$ cat config.mk
export PLATFORM = sky130hd
export DESIGN_NAME = spi_shift_engine
export DESIGN_NICKNAME = d
export VERILOG_FILES = /design/src/rtl/spi_shift_engine_pkg.sv /design/src/rtl/spi_shift_engine.sv
export SDC_FILE = /design/constraint.sdc
export NUM_CORES = 1
export LEC_CHECK = 0
export ABC_AREA = 0
export CELL_PAD_IN_SITES_DETAIL_PLACEMENT = 1
export CELL_PAD_IN_SITES_GLOBAL_PLACEMENT = 2
export CORE_MARGIN = 8
export CORE_UTILIZATION = 30
export CTS_CLUSTER_SIZE = 12
export DETAILED_ROUTE_END_ITERATION = 10
export GPL_TIMING_DRIVEN = 0
export PLACE_DENSITY = 0.82
export SLEW_MARGIN = 20
export SYNTH_ARGS = -nofsm -noshare
export SYNTH_HDL_FRONTEND = slang
export SYNTH_SLANG_ARGS = --single-unit
$ cat constraint.sdc
create_clock -name clock -period 1.85 [get_ports clock]
set_input_delay 0.2775 -clock clock [delete_from_list [all_inputs] [get_ports clock]]
set_output_delay 0.2775 -clock clock [all_outputs]
set_load 0.005 [all_outputs]
$ cat src/rtl/spi_shift_engine_pkg.sv
// Shared definitions for the SPI mode-0 byte shifter: FSM state encoding,
// transfer length in ce ticks and the idle level of the data-out line.
package spi_shift_engine_pkg;

  typedef enum logic [1:0] {
    ST_IDLE  = 2'd0,
    ST_SHIFT = 2'd1,
    ST_DONE  = 2'd2
  } state_t;

  // One byte = 8 bits x 2 half periods.
  localparam int   SPI_TICKS     = 16;
  localparam logic SPI_IDLE_MOSI = 1'b1;
  localparam int   TICK_W        = 5;

endpackage

$ cat src/rtl/spi_shift_engine.sv
// SPI mode-0 byte shifter. Accepts a tx or rx strobe while idle, serialises
// one byte MSB first on ck/mosi (one ce tick per half bit period), samples
// miso on each falling ck edge and keeps the last QW bits received during rx
// transfers. busy covers the transfer; done pulses for one clock at the end.
module spi_shift_engine
  import spi_shift_engine_pkg::*;
#(
  parameter int QW = 8
) (
  input  logic          clock,
  input  logic          reset,
  input  logic          ce,
  input  logic          tx,
  input  logic          rx,
  input  logic [7:0]    d,
  output logic [QW-1:0] q,
  output logic          busy,
  output logic          done,
  output logic          ck,
  output logic          mosi,
  input  logic          miso
);

  state_t              state_q, state_d;
  logic [TICK_W-1:0]   tick_q, tick_d;
  logic [TICK_W-1:0]   tick_inc;
  logic [7:0]          sr_q, sr_d;
  logic                rxm_q, rxm_d;
  logic [QW-1:0]       q_q, q_d;
  logic                ck_q, ck_d;
  logic                mosi_q, mosi_d;
  logic                busy_q, busy_d;
  logic                done_q, done_d;
  logic                accept;
  logic                last_tick;
  logic                sr_msb_unused;

  // The outgoing bit is always taken from sr[6] before the shift, so the
  // top bit of sr is never read back after the load.
  assign sr_msb_unused = sr_q[7];

  assign tick_inc  = tick_q + 1'b1;
  // A request is only honoured from IDLE; busy/DONE requests are dropped.
  assign accept    = (state_q == ST_IDLE) && (tx || rx);
  assign last_tick = (state_q == ST_SHIFT) && ce && (tick_inc == TICK_W'(SPI_TICKS));

  // State register.
  always_ff @(posedge clock) begin
    if (reset) state_q <= ST_IDLE;
    else       state_q <= state_d;
  end

  // Next-state logic: SHIFT leaves on the 16th ce tick, DONE lasts one clock.
  always_comb begin
    state_d = state_q;
    case (state_q)
      ST_IDLE:  if (accept)    state_d = ST_SHIFT;
      ST_SHIFT: if (last_tick) state_d = ST_DONE;
      ST_DONE:                 state_d = ST_IDLE;
      default:                 state_d = ST_IDLE;
    endcase
  end

  // Output/datapath next values: load on accept, then ck toggles on every
  // ce tick; falling edges sample miso and present the next mosi bit.
  always_comb begin
    tick_d = tick_q;
    sr_d   = sr_q;
    rxm_d  = rxm_q;
    q_d    = q_q;
    ck_d   = ck_q;
    mosi_d = mosi_q;
    busy_d = busy_q;
    done_d = 1'b0;
    case (state_q)
      ST_IDLE: begin
        if (accept) begin
          // tx has priority; a simultaneous rx is discarded.
          sr_d   = tx ? d : 8'hFF;
          rxm_d  = !tx;
          mosi_d = tx ? d[7] : SPI_IDLE_MOSI;
          busy_d = 1'b1;
          tick_d = '0;
        end
      end
      ST_SHIFT: begin
        if (ce) begin
          tick_d = tick_inc;
          if (tick_inc[0]) begin
            ck_d = 1'b1;
          end else begin
            ck_d = 1'b0;
            sr_d = {sr_q[6:0], miso};
            if (rxm_q) q_d = {q_q[QW-2:0], miso};
            if (last_tick) begin
              mosi_d = SPI_IDLE_MOSI;
              busy_d = 1'b0;
              done_d = 1'b1;
            end else begin
              mosi_d = sr_q[6];
            end
          end
        end
      end
      default: ;
    endcase
  end

  // Datapath/output registers; reset aborts any transfer without a done pulse.
  always_ff @(posedge clock) begin
    if (reset) begin
      tick_q <= '0;
      sr_q   <= '0;
      rxm_q  <= 1'b0;
      q_q    <= '0;
      ck_q   <= 1'b0;
      mosi_q <= SPI_IDLE_MOSI;
      busy_q <= 1'b0;
      done_q <= 1'b0;
    end else begin
      tick_q <= tick_d;
      sr_q   <= sr_d;
      rxm_q  <= rxm_d;
      q_q    <= q_d;
      ck_q   <= ck_d;
      mosi_q <= mosi_d;
      busy_q <= busy_d;
      done_q <= done_d;
    end
  end

  assign q    = q_q;
  assign busy = busy_q;
  assign done = done_q;
  assign ck   = ck_q;
  assign mosi = mosi_q;

endmodule

==> insert_results.sql, run 1 <==
INSERT INTO impl_metrics (metric_group, metric, value, unit) VALUES
('global_routing', 'first_global_vias', '1038', ''),
('sta', 'fin_crit', '1.69', 'ns'),
('placement', 'post-dp-hpwl', '2260', 'um'),
('critical_path', 'setup.worst_path.class', 'register to register', ''),
('clocking', 'cts_setup_buffers', '0', ''),
('sta', 'max_slew.worst_pin.slew', '0.614', 'ns'),
('synth', 'post_synth_mux_area_share', '6.55', '%'),
('power_and_ir_drop', 'p_clk_share', '29.5', '%'),
('placement', 'numPlacedInstances', '204', ''),
('sta', 'slew_headroom', '58.8', '%'),
('synth', 'synth_xor_area_share', '2.87', '%'),
('cells_and_area', 'layout.cell_area.non_filler', '1570', 'um^2'),
('critical_path', 'worstPathCellList', 'buf_2, nand2b_1, clkbuf_1, buf_2, nand3b_1, o211ai_1, a21oi_1', ''),
('placement', 'gp_congestion', '0.816', ''),
('routing', 'detailedRoute.firstPassIterationCount', '4', ''),
('routing', 'met1_length', '1380', 'um'),
('clocking', 'ctsRootBufferMaster', 'sky130_fd_sc_hd__clkbuf_8', ''),
('synth', 'syn-num-nets', '147', ''),
('synth', 'synth.yosys.seq_area_share', '44.2', '%'),
('sta', 'skew', '0.00270', 'ns'),
('sta', 'layout_worst_path_cycle_share', '91.4', '%'),
('synth', 'yosysUniqueCellTypes', '37', ''),
('synth', 'synth_common_cells', 'sky130_fd_sc_hd__dfxtp_1 (27), sky130_fd_sc_hd__nor2_1 (17), sky130_fd_sc_hd__a21oi_1 (11)', ''),
('cells_and_area', 'fillCellCount', '467', ''),
('routing', 'met3WireLength', '100', 'um'),
('synth', 'synth_top_family_by_area', 'simple AND/OR/NAND/NOR gates', ''),
('synth', 'synth_largest_area_cell', 'sky130_fd_sc_hd__dfxtp_1', ''),
('power_and_ir_drop', 'p_int', '0.849', 'mW'),
('synth', 'asyncSetResetFlopFracSynth', '0', '%'),
('synth', 'synth_top_cell_area_share', '44.2', '%'),
('power_and_ir_drop', 'p_comb_share', '15.4', '%'),
('clocking', 'cts_inserted_buffers', '3', ''),
('power_and_ir_drop', 'power.share.sequential', '55.2', '%'),
('power_and_ir_drop', 'switching_share', '25.0', '%'),
('routing', 'max_used_layer', 'met4', ''),
('synth', 'most_common_cell_in_the_synthesized_netlist', 'sky130_fd_sc_hd__dfxtp_1', ''),
('die', 'ioPinCount', '26', ''),
('critical_path', 'worstPathRequired', '2.00', 'ns'),
('synth', 'mappedNetlistArea', '1220', 'um^2'),
('synth', 'synth_flop_cell', 'sky130_fd_sc_hd__dfxtp_1', ''),
('global_routing', 'antenna_violations_before_repair', '0', ''),
('critical_path', 'cpMostUsedCell', 'sky130_fd_sc_hd__buf_2', ''),
('sta', 'postLayoutSetupSlackWorst', '0.159', 'ns'),
('outcome', 'run_status', 'completed', ''),
('synth', 'post_synth_edffs', '0', ''),
('routing', 'routed_via_density', '4.99', ''),
('critical_path', 'critPathSlowestCell', 'sky130_fd_sc_hd__clkbuf_1', ''),
('clocking', 'htreeDepth', '1', ''),
('min_path', 'hold_path_class', 'input pin to register', ''),
('cells_and_area', 'antenna_cells', '0', ''),
('cells_and_area', 'layout_overhead_on_the_synthesized_area', '28.8', '%'),
('synth', 'yosys.area_share.adder', '2.05', '%'),
('synth', 'avgSynthCellArea', '9.33', 'um^2'),
('power_and_ir_drop', 'vdd_ir_drop_max', '0.000332', 'V'),
('routing', 'route.final.wire_length', '2960', 'um'),
('synth', 'synth_simple_gate_area_share', '23.3', '%'),
('sta', 'fin_hold_ws', '0.244', 'ns'),
('routing', 'postRouteAntennaNets', '0', ''),
('sta', 'grt_setup_unrepaired', 'false', ''),
('sta', 'final_hold_viol_count', '0', ''),
('flow_run', 'cap_viol_max_count', '0', ''),
('global_routing', 'grt_pass1_wl', '4910', 'um'),
('sta', 'max_freq', '592', 'MHz'),
('die', 'initial_core_util', '30.8', '%'),
('power_and_ir_drop', 'p_per_area', '718', 'nW/um^2'),
('global_routing', 'grt_usage', '9.60', '%'),
('sta', 'finalMaxSlewViolations', '0', ''),
('global_routing', 'largest_net_degree_at_the_start_of_global_routing', '15', ''),
('critical_path', 'cp_max_fo', '10', ''),
('placement', 'detailed_place.area', '1520', 'um^2'),
('critical_path', 'timing.critical_path.arrival', '1.84', 'ns');
==> timing repair <==
| item | in CTS | in global routing |
|---|---|---|
| setup endpoints to repair | 0 | 10 |
| gates resized for setup | 0 | 3 |
| endpoints found under the hold margin | 0 | 0 |
==> metrics by stage <==
step                utilization, %  TNS, ns
global placement              38.2    -1.21
floorplan                        -        0
CTS                           39.3        0
finish                        39.6        0
global route                  39.6        0
detailed placement            38.2    -1.79
==> flip-flops by register name (all words and copies together) (netlist names) <==
register,count
done,1
mosi,1
busy,1
tick_q,5
sr_q,7
q,8
ck,1
state_q,2
rxm_q,1
==> power by group through the flow <==
stage / clock, mW / combinational (mW) / sequential, mW
6_report: 0.333 / 0.174 / 0.624
5_1_grt: 0.373 / 0.192 / 0.628
4_1_cts: 0.347 / 0.174 / 0.624
3_5_place_dp: 0 / 0.174 / 0.637
3_3_place_gp: 0 / 0.168 / 0.636
2_1_floorplan: 0 / 0.109 / 0.634
==> cell usage in the layout, fill, tap and decap left out, types with 4 or more instances in the layout <==
master                             n
sky130_fd_sc_hd__nor3_1            4
sky130_fd_sc_hd__nand2_1           8
sky130_fd_sc_hd__nand3b_1          8
sky130_fd_sc_hd__o211ai_1          7
sky130_fd_sc_hd__clkdlybuf4s50_1  23
sky130_fd_sc_hd__a21oi_1          11
sky130_fd_sc_hd__nor2_1           17
sky130_fd_sc_hd__mux2i_1           8
sky130_fd_sc_hd__clkbuf_1          4
sky130_fd_sc_hd__dfxtp_1          26
==> routing by layer <==
metal	vias up	track usage [%]
li1	523	-
met1	495	12.0
met2	14	14.9
met3	5	1.91
met4	0	5.45
met5	-	0
==> path summary, 6_finish.rpt <==
kind	depth (start not counted)	start	endpoint	slack, ns
worst min register to register	2	sr_q[4]	sr_q[4]	0.46
worst max register to register	7	state_q[1]	sr_q[5]	0.16
worst min-delay path	2	tx	rxm_q	0.24
worst max-delay path	7	state_q[1]	sr_q[5]	0.16
==> final cells by class <==
cell class	count	area (um^2)	share of cell area, %
multi-input combinational	93	634	40.3
inverter	2	7.51	0.477
timing repair buffer	23	230	14.6
clock buffer	4	45.0	2.86
tap	50	62.6	3.97
buffer	9	52.6	3.34
sequential	27	542	34.4
==> logic make-up after synthesis <==
family          count (synthesis)
mux                             8
compound gates                 29
xor+xnor                        4
fa+ha+maj                       2
flops                          27
simple gates                   50
buf+inv                        11
==> worst max-delay path, delay by kind of cell (launching register included) <==
kind	cells	cell delay (ns)
buffers and inverters	3	0.84
flip-flops	1	0.31
AND/OR/NAND/NOR	2	0.24
AO/OA/AOI/OAI	2	0.18
(Power assumes the default switching activity.)
==> run 2: changes to the inputs <==
- CORE_MARGIN: 8 -> 2
- TNS_END_PERCENT: unset -> 10
==> insert_results.sql, run 2 (same netlist as run 1, synthesis figures left out) <==
INSERT INTO impl_metrics (metric_group, metric, value, unit) VALUES
('outcome', 'run_status', 'completed', ''),
('cells_and_area', 'finalNetCount', '175', ''),
('global_routing', 'grt_pass1_wl', '4710', 'um'),
('sta', 'max_freq', '577', 'MHz'),
('sta', 'max_slew.worst_pin.slew', '0.622', 'ns'),
('cells_and_area', 'layout.cells.most_common', 'sky130_fd_sc_hd__dfxtp_1', ''),
('critical_path', 'cp-start-kind', 'register', ''),
('clocking', 'cts_inserted_buffers', '3', ''),
('sta', 'total_setup_violations_reported_at_the_end_of_the_flow', '0', ''),
('critical_path', 'endpoint_kind', 'register', ''),
('cells_and_area', 'final_layout_size_suffix_gt1_share', '8.86', '%'),
('global_routing', 'largest_net_degree_at_the_start_of_global_routing', '15', ''),
('cells_and_area', 'most-common-layout-cells', 'sky130_fd_sc_hd__dfxtp_1 (26), sky130_fd_sc_hd__clkdlybuf4s50_1 (23), sky130_fd_sc_hd__nor2_1 (17)', ''),
('routing', 'post-route-drc-count', '0', ''),
('placement', 'post-dp-hpwl', '2110', 'um'),
('routing', 'detailedRoute.firstPassIterationCount', '4', ''),
('power_and_ir_drop', 'power.share.sequential', '54.9', '%'),
('critical_path', 'setup.worst_path.class', 'register to register', ''),
('cells_and_area', 'layout_overhead_on_the_synthesized_area', '28.1', '%'),
('routing', 'routed_via_density', '5.02', ''),
('die', 'dieWidth', '67.8', 'um'),
('power_and_ir_drop', 'p_per_area', '726', 'nW/um^2'),
('min_path', 'hold_path_class', 'input pin to register', ''),
('sta', 'layout_worst_path_cycle_share', '93.6', '%'),
('die', 'core_region_area', '3970', 'um^2'),
('cells_and_area', 'antenna_cells', '0', ''),
('clocking', 'clock_sinks', '27', ''),
('clocking', 'ctsRootBufferMaster', 'sky130_fd_sc_hd__clkbuf_8', ''),
('critical_path', 'cp_max_fo', '10', ''),
('die', 'initial_core_util', '30.8', '%'),
('flow_run', 'cap_viol_max_count', '0', ''),
('placement', 'gp_congestion', '0.812', ''),
('die', 'ioPinCount', '26', ''),
('power_and_ir_drop', 'p_int', '0.849', 'mW'),
('clocking', 'clock_latency', '0.28', 'ns'),
('clocking', 'cts_setup_buffers', '0', ''),
('routing', 'drt-wirelength-per-cell', '13.9', 'um'),
('global_routing', 'grt_usage', '13.9', '%'),
('routing', 'routed-via-count', '1044', ''),
('die', 'die_h', '67.8', 'um'),
('sta', 'grt_setup_unrepaired', 'true', ''),
('sta', 'setup_tns', '0', 'ns'),
('power_and_ir_drop', 'vdd_ir_drop_max', '0.000307', 'V'),
('sta', 'final_hold_viol_count', '0', ''),
('clocking', 'cts.clk_slew.worst_paths', '0.10', 'ns'),
('sta', 'finalMaxSlewViolations', '0', ''),
('routing', 'route.final.wire_length', '2900', 'um'),
('sta', 'skew', '0.0102', 'ns'),
('power_and_ir_drop', 'p_clk_share', '29.8', '%'),
('global_routing', 'antenna_violations_before_repair', '0', ''),
('die', 'die_area', '4600', 'um^2'),
('power_and_ir_drop', 'totalPowerFinal', '1.14', 'mW'),
('placement', 'port_buffers', '23', ''),
('global_routing', 'grt_remaining_overflow', '0', ''),
('routing', 'postRouteAntennaNets', '0', ''),
('critical_path', 'worstPathRequired', '2.00', 'ns'),
('die', 'num_rows', '23', ''),
('routing', 'drtIter0Drc', '52', ''),
('critical_path', 'timing.critical_path.arrival', '1.88', 'ns'),
('power_and_ir_drop', 'p_comb_share', '15.3', '%'),
('cells_and_area', 'flip_flop_count_of_the_largest_register_all_copies_and_words_added', '8', ''),
('clocking', 'clk_path_buf_depth', '2', ''),
('clocking', 'htreeDepth', '1', ''),
('sta', 'slew_headroom', '58.3', '%'),
('sta', 'fin_crit', '1.73', 'ns'),
('power_and_ir_drop', 'switching_share', '25.3', '%'),
('clocking', 'cts_tree', 'done', ''),
('global_routing', 'first_global_vias', '1018', ''),
('power_and_ir_drop', 'cellLeakagePower', '0.624', 'nW'),
('power_and_ir_drop', 'power_dissipated_by_switching_net_loads', '0.288', 'mW');
[run 2: path summary, 6_finish.rpt]
check | to | from | depth (start not counted) | slack, ns
worst max-delay path | sr_q[4] | state_q[1] | 7 | 0.12
worst min-delay path | rxm_q | tx | 2 | 0.24
worst max register to register | sr_q[4] | state_q[1] | 7 | 0.12
worst min register to register | sr_q[3] | sr_q[3] | 2 | 0.46
[run 2: metal layers]
layer,track usage [%],wire length [um],up-vias
met5,0,0,-
met3,2.47,79,5
li1,-,-,521
met2,22.3,1410,14
met1,18.2,1360,504
met4,6.00,51,0
[run 2: cell type report]
cell class              instances  area [um^2]
plain buffers                   9         52.6
clock buffers                   4         45.0
fillers                       476         2400
inverters                       2         7.51
multi-input cells              93          627
flip-flops and latches         27          542
well taps                      50         62.6
repair buffers                 23          230
[run 2: power by group through the flow]
stage / combinational (mW) / clock (mW) / sequential, mW
CTS: 0.175 / 0.350 / 0.624
floorplan: 0.109 / 0 / 0.634
detailed placement: 0.175 / 0 / 0.637
global route: 0.197 / 0.375 / 0.628
global placement: 0.169 / 0 / 0.636
finish: 0.174 / 0.339 / 0.624
[run 2: critical path: stages (launching register included)]
cell                       delay (ns)
sky130_fd_sc_hd__dfxtp_1         0.31
sky130_fd_sc_hd__buf_2           0.19
sky130_fd_sc_hd__nand2b_1        0.14
sky130_fd_sc_hd__clkbuf_1        0.35
sky130_fd_sc_hd__buf_2           0.31
sky130_fd_sc_hd__nand3b_1        0.10
sky130_fd_sc_hd__o211ai_1        0.10
sky130_fd_sc_hd__a21oi_1         0.10
[run 2: repair_timing]
action,4_1_cts,5_1_grt
hold buffers,0,0
resized for setup,0,2
endpoints found under the setup margin,0,11
[run 2: through the flow]
stage | worst slack, ns | instances | utilization, % | area, um^2 | hold slack [ns]
global route | -0.0716 | 208 | 39.4 | 1570 | 0.251
detailed placement | -0.275 | 204 | 38.2 | 1520 | 0.447
global placement | -0.165 | 204 | 38.2 | 1520 | 0.439
finish | 0.118 | 208 | 39.4 | 1570 | 0.239
floorplan | 0.332 | 131 | - | 1220 | 0.421
CTS | 0.0121 | 208 | 39.3 | 1560 | 0.242
